File: src/rtl/mux8_scan_sequencer_if.sv
// Frame output channel of the mux_8 scan sequencer: one byte per frame over valid/ready.
interface mux8_scan_sequencer_if;
    logic [7:0] data_out;
    logic       data_valid;
    logic       data_ready;

    modport master (output data_out, output data_valid, input data_ready);
    modport slave  (input data_out, input data_valid, output data_ready);
endinterface

File: src/rtl/mux8_scan_sequencer.sv
// Steps the mux_8 select lines through channels 0..7, samples y after DWELL cycles per
// channel and publishes each assembled byte over a valid/ready channel with a sticky overrun.
module mux8_scan_sequencer #(
    parameter int unsigned DWELL = 2
) (
    input  logic                          clk,
    input  logic                          rst_n,
    input  logic                          start,
    input  logic                          continuous,
    input  logic                          clr_overrun,
    input  logic                          y_in,
    output logic                          s0,
    output logic                          s1,
    output logic                          s2,
    output logic                          busy,
    output logic                          overrun,
    mux8_scan_sequencer_if.master         out_if
);

    if (DWELL < 1 || DWELL > 255) begin : g_dwell_check
        $error("mux8_scan_sequencer: DWELL must be in 1..255");
    end

    typedef enum logic {IDLE, SCAN} state_e;

    localparam logic [7:0] DWELL_LAST = 8'(DWELL - 1);

    state_e     state_q, state_d;
    logic [2:0] ch_q, ch_d;
    logic [7:0] cnt_q, cnt_d;
    logic [7:0] shift_q, shift_d;
    logic [7:0] data_q, data_d;
    logic       valid_q, valid_d;
    logic       overrun_q, overrun_d;

    logic sample;
    logic frame_end;

    assign sample    = (state_q == SCAN) && (cnt_q == DWELL_LAST);
    assign frame_end = sample && (ch_q == 3'd7);

    // NOTE: every register, the sample shift register included, is cleared by reset so a
    // frame interrupted by rst_n leaves no stale bits behind.
    always_ff @(posedge clk or negedge rst_n) begin
        if (!rst_n) begin
            state_q   <= IDLE;
            ch_q      <= '0;
            cnt_q     <= '0;
            shift_q   <= '0;
            data_q    <= '0;
            valid_q   <= 1'b0;
            overrun_q <= 1'b0;
        end else begin
            // NOTE: non-blocking assignments so every register sees pre-edge values.
            state_q   <= state_d;
            ch_q      <= ch_d;
            cnt_q     <= cnt_d;
            shift_q   <= shift_d;
            data_q    <= data_d;
            valid_q   <= valid_d;
            overrun_q <= overrun_d;
        end
    end

    always_comb begin
        // NOTE: hold-value defaults first, so no path through this block infers a latch.
        state_d   = state_q;
        ch_d      = ch_q;
        cnt_d     = cnt_q;
        shift_d   = shift_q;
        data_d    = data_q;
        valid_d   = valid_q;
        overrun_d = overrun_q;

        case (state_q)
            IDLE: begin
                if (start) begin
                    state_d = SCAN;
                    ch_d    = '0;
                    cnt_d   = '0;
                end
            end
            SCAN: begin
                if (sample) begin
                    shift_d[ch_q] = y_in;
                    cnt_d         = '0;
                    ch_d          = 3'(ch_q + 3'd1);  // wraps to 0 after channel 7
                    if (frame_end && !continuous) begin
                        state_d = IDLE;
                    end
                end else begin
                    cnt_d = 8'(cnt_q + 8'd1);
                end
            end
            default: state_d = IDLE;
        endcase

        if (valid_q && out_if.data_ready) begin
            valid_d = 1'b0;
        end

        if (clr_overrun) begin
            overrun_d = 1'b0;
        end

        // A completed frame either replaces a consumed/empty slot or is dropped;
        // the drop is applied after the clear so a coincident set wins.
        if (frame_end) begin
            if (!valid_q || out_if.data_ready) begin
                data_d  = shift_d;
                valid_d = 1'b1;
            end else begin
                overrun_d = 1'b1;
            end
        end
    end

    always_comb begin
        {s2, s1, s0}      = ch_q;
        busy              = (state_q == SCAN);
        overrun           = overrun_q;
        out_if.data_out   = data_q;
        out_if.data_valid = valid_q;
    end

endmodule

File: src/flat_wrapper.sv
// flat-port wrapper written by rule: the top's interface ports become plain ports
module mux8_scan_sequencer_flat 
#(
    parameter int unsigned DWELL = 2
)
  (clk, rst_n, start, continuous, clr_overrun, y_in, s0, s1, s2, busy, overrun, out_if_data_out, out_if_data_valid, out_if_data_ready);
  mux8_scan_sequencer_if out_if_i ();
  input  logic clk;
  input  logic rst_n;
  input  logic start;
  input  logic continuous;
  input  logic clr_overrun;
  input  logic y_in;
  output logic s0;
  output logic s1;
  output logic s2;
  output logic busy;
  output logic overrun;
  output wire logic [$bits(out_if_i.data_out)-1:0] out_if_data_out;
  output wire logic [$bits(out_if_i.data_valid)-1:0] out_if_data_valid;
  input wire logic [$bits(out_if_i.data_ready)-1:0] out_if_data_ready;
  assign out_if_data_out = out_if_i.data_out;
  assign out_if_data_valid = out_if_i.data_valid;
  assign out_if_i.data_ready = out_if_data_ready;
  mux8_scan_sequencer #(.DWELL(DWELL)) u_core (.clk(clk), .rst_n(rst_n), .start(start), .continuous(continuous), .clr_overrun(clr_overrun), .y_in(y_in), .s0(s0), .s1(s1), .s2(s2), .busy(busy), .overrun(overrun), .out_if(out_if_i));
endmodule
File: config.mk
export PLATFORM = sky130hd
export DESIGN_NAME = mux8_scan_sequencer_flat
export DESIGN_NICKNAME = d
export VERILOG_FILES = /design/src/rtl/mux8_scan_sequencer_if.sv /design/src/rtl/mux8_scan_sequencer.sv /design/src/flat_wrapper.sv
export SDC_FILE = /design/constraint.sdc
export NUM_CORES = 1
export LEC_CHECK = 0
export CORE_UTILIZATION = 40
export CTS_CLUSTER_SIZE = 8
export DETAILED_ROUTE_END_ITERATION = 8
export PLACE_DENSITY = 0.63
export RECOVER_POWER = 50
export SLEW_MARGIN = 20
export SYNTH_ARGS = -nofsm -noshare
export SYNTH_HDL_FRONTEND = slang
export SYNTH_SLANG_ARGS = --single-unit
File: constraint.sdc
create_clock -name clk -period 3.3 [get_ports clk]
set_input_delay 0.33 -clock clk [delete_from_list [all_inputs] [get_ports clk]]
set_output_delay 0.33 -clock clk [all_outputs]
set_load 0.01 [all_outputs]
==> qor.csv <==
metric,value,unit
status,finished with violations,
failing checks,"max-capacitance violations, max-slew violations",
"Cell Chain, Critical Path",nand4_1 > nor4_1 > mux2_2,
worst slew pin tran,1.61,ns
hold crit path type,reg2reg,
Syn Inst Count,149,
vias in the first global route,1073,
routed vias,1160,
post-CTS setup buffer count,0,
Die W,64.5,um
post-route cell area,1850,um^2
CTS sink count,30,
register area share after synthesis,48.0,%
setup TNS,0,ns
wire per inst,13.3,um
largest net degree at the start of global routing,31,
Syn. warnings,0,
Slowest cell on crit path,dfrtp_1,
worst r2r path cells,3,
Worst-Skew Late Latency,0.28,ns
crit path to,u_core.shift_q[0],
Comb pwr share,34.7,%
CTS max path bufs,2,
Yosys cell types,34,
CTS Buf Count,5,
Initial DRT Pass Iterations,4,
total power,0.00142,W
CP max stage delay,0.69,ns
layout cells sized above 1,18.0,%
Final period util,64.4,%
Max rail drop VDD,0.243,mV
IO Port Bufs,20,
Chip Height,64.5,um
unrepaired setup endpoints after global routing,no,
syn avg cell area,10.5,um^2
Worst-path clk slew,0.06,ns
placed cell area,1780,um^2
CP endpoint kind,flop,
RR Endpoint,u_core.shift_q[0],
Core Rows,22,
headroom to the max-slew limit,-7.27,%
final cell count without fillers,215,
H-tree Lvls,2,
crit path from,u_core.busy,
Fin Clk Skew,0.00457,ns
final setup fails,0,
minimum clock period after layout,2.13,ns
PD cells,768,nW/um^2
Setup CP Type,reg2reg,
Seq pwr share,46.3,%
Pleak,0.819,nW
Ant. Diodes,0,
area grow syn2layout,18.5,%
# IOs,21,
Seq cells post-synth,30,
first-pass GRT wire length,4980,um
Synthesized Nets,160,
Post-route DRC,0,
final hold vios,0,
Layout Nets,178,
initial antenna violation count,0,
starting density of the core,42.1,%
final slew viol count,31,
Max Cap Violations,1,
net switching power,0.000500,W
DRT antenna net count,0,
CP Data Required Time,3.46,ns
Worst EP arrival,2.29,ns
Routed WL,2860,um
post-DR vias/cell,5.40,
Reg2Reg Setup Slack,1.17,ns
total grt overflow,0,
CTS tree,done,
Clk pwr share,18.9,%
DR iter-0 viols,63,
Global Route Usage Sum,15.9,%
Post-Syn Area,1560,um^2
die area,4160,um^2
dpl hpwl,1920,um
Worst Hold Slack,0.495,ns
Critical Path Start Type,flop,
cts repair resizes,0,
Routability Congestion,0.772,
FF-to-FF Start,u_core.busy,
dpl cells,208,
Max Freq,0.470,GHz
Core Region,3720,um^2
Pint,0.000923,W
root buf cell,clkbuf_8,
Sw Share,35.1,%
hold buffer count at CTS,0,
worst-path fanout max,21,
-- how the worst min path moves through the flow --
stage	from	endpoint	slack (ns)	depth (start not counted)
global placement	u_core.shift_q[3]	u_core.shift_q[3]	0.47	2
CTS	rst_n	u_core.overrun	0.46	2
detailed placement	u_core.shift_q[3]	u_core.shift_q[3]	0.48	2
global route	u_core.out_if.data_out[1]	u_core.out_if.data_out[1]	0.52	1
finish	u_core.shift_q[5]	u_core.shift_q[5]	0.50	2
floorplan	rst_n	u_core.busy	0.03	0
-- cells in the final DEF (no fill, tap or decap), types with 2 or more instances in the layout --
master           count
nand2_1             18
dlygate4sd3_1        5
inv_1                4
clkbuf_1             3
o32ai_1              2
ha_1                 4
nand3_1              6
dfrtp_1             30
clkbuf_8             5
nand4_1              5
o31ai_1              2
nand2b_1             6
xor2_1               2
mux2_2              21
nor3_1               4
clkdlybuf4s50_1     15
nor2_1               7
o21ai_0              9
nor2b_1              3
-- critical path: cells and delay by family (launching register included) --
family | cells | cell delay [ns]
flops | 1 | 0.69
simple gates | 2 | 0.95
mux | 1 | 0.37
-- metrics by stage --
step	setup slack, ns	utilization, %
after floorplan	1.69	-
after global placement	1.24	47.9
after detailed placement	1.18	47.9
after CTS	1.16	50.0
after global routing	0.928	49.9
final	1.17	49.9
-- cells in the mapped netlist, drive strengths merged --
| cell | number | share of area [%] |
|---|---|---|
| nand2 | 18 | 4.3 |
| ha | 4 | 3.2 |
| nand3b | 1 | 0.48 |
| a41oi | 1 | 0.56 |
| o21ai | 9 | 2.9 |
| mux2i | 1 | 0.64 |
| xor2 | 2 | 1.1 |
| nor4 | 2 | 1.2 |
| nor3 | 4 | 1.3 |
| a21oi | 1 | 0.32 |
| a21boi | 1 | 0.48 |
| nor2 | 7 | 1.7 |
| a31oi | 1 | 0.40 |
| and2 | 1 | 0.40 |
| o22ai | 1 | 0.40 |
| and4 | 2 | 1.2 |
| mux2 | 21 | 15 |
| o31ai | 2 | 0.96 |
| nand4 | 5 | 2.0 |
| clkbuf | 4 | 0.96 |
| nand3 | 7 | 3.0 |
| inv | 4 | 0.96 |
| and3 | 2 | 0.88 |
| dfrtp | 30 | 48 |
| nand2b | 6 | 2.4 |
| or2b | 1 | 0.48 |
| buf | 6 | 2.3 |
| o32ai | 2 | 1.1 |
| nor2b | 3 | 1.2 |
-- layout make-up --
type / instances / area [um^2]
fillers: 363 / 1860
repair buffers: 21 / 204
inverters: 4 / 15.0
well taps: 48 / 60.1
multi-input cells: 105 / 747
clock buffers: 7 / 76.3
flip-flops and latches: 30 / 751
-- state kept, by name, summed over array words and instances (netlist names) --
name / cells
u_core.overrun: 1
u_core.shift_q: 8
u_core.cnt_q: 8
u_core.out_if.data_out: 8
u_core.busy: 1
u_core.ch_q: 3
u_core.out_if.data_valid: 1
-- power by group through the flow --
stage          clock [W]  combinational (W)  sequential (W)
6_report        0.000269           0.000494        0.000660
3_3_place_gp           0           0.000490        0.000658
3_5_place_dp           0           0.000501        0.000665
4_1_cts         0.000280           0.000504        0.000658
5_1_grt         0.000296           0.000562        0.000686
2_1_floorplan          0           0.000391        0.000608
-- metal layers --
layer / global-route usage, % / share of wire (%) / vias to the layer above
met3: 5.11 / 4.2 / 5
met4: 6.67 / 1.7 / 0
li1: - / - / 559
met2: 24.6 / 44 / 22
met5: 0 / 0 / -
met1: 20.4 / 50 / 574
-- kinds of logic after synthesis --
logic type	after synthesis	synth area share, %
mux	22	15.8
xor+xnor	2	1.12
fa+ha+maj	4	3.20
simple gates	59	20.6
compound gates	18	7.12
buf+inv	14	4.24
flops	30	48.0
(Power assumes the default switching activity.)
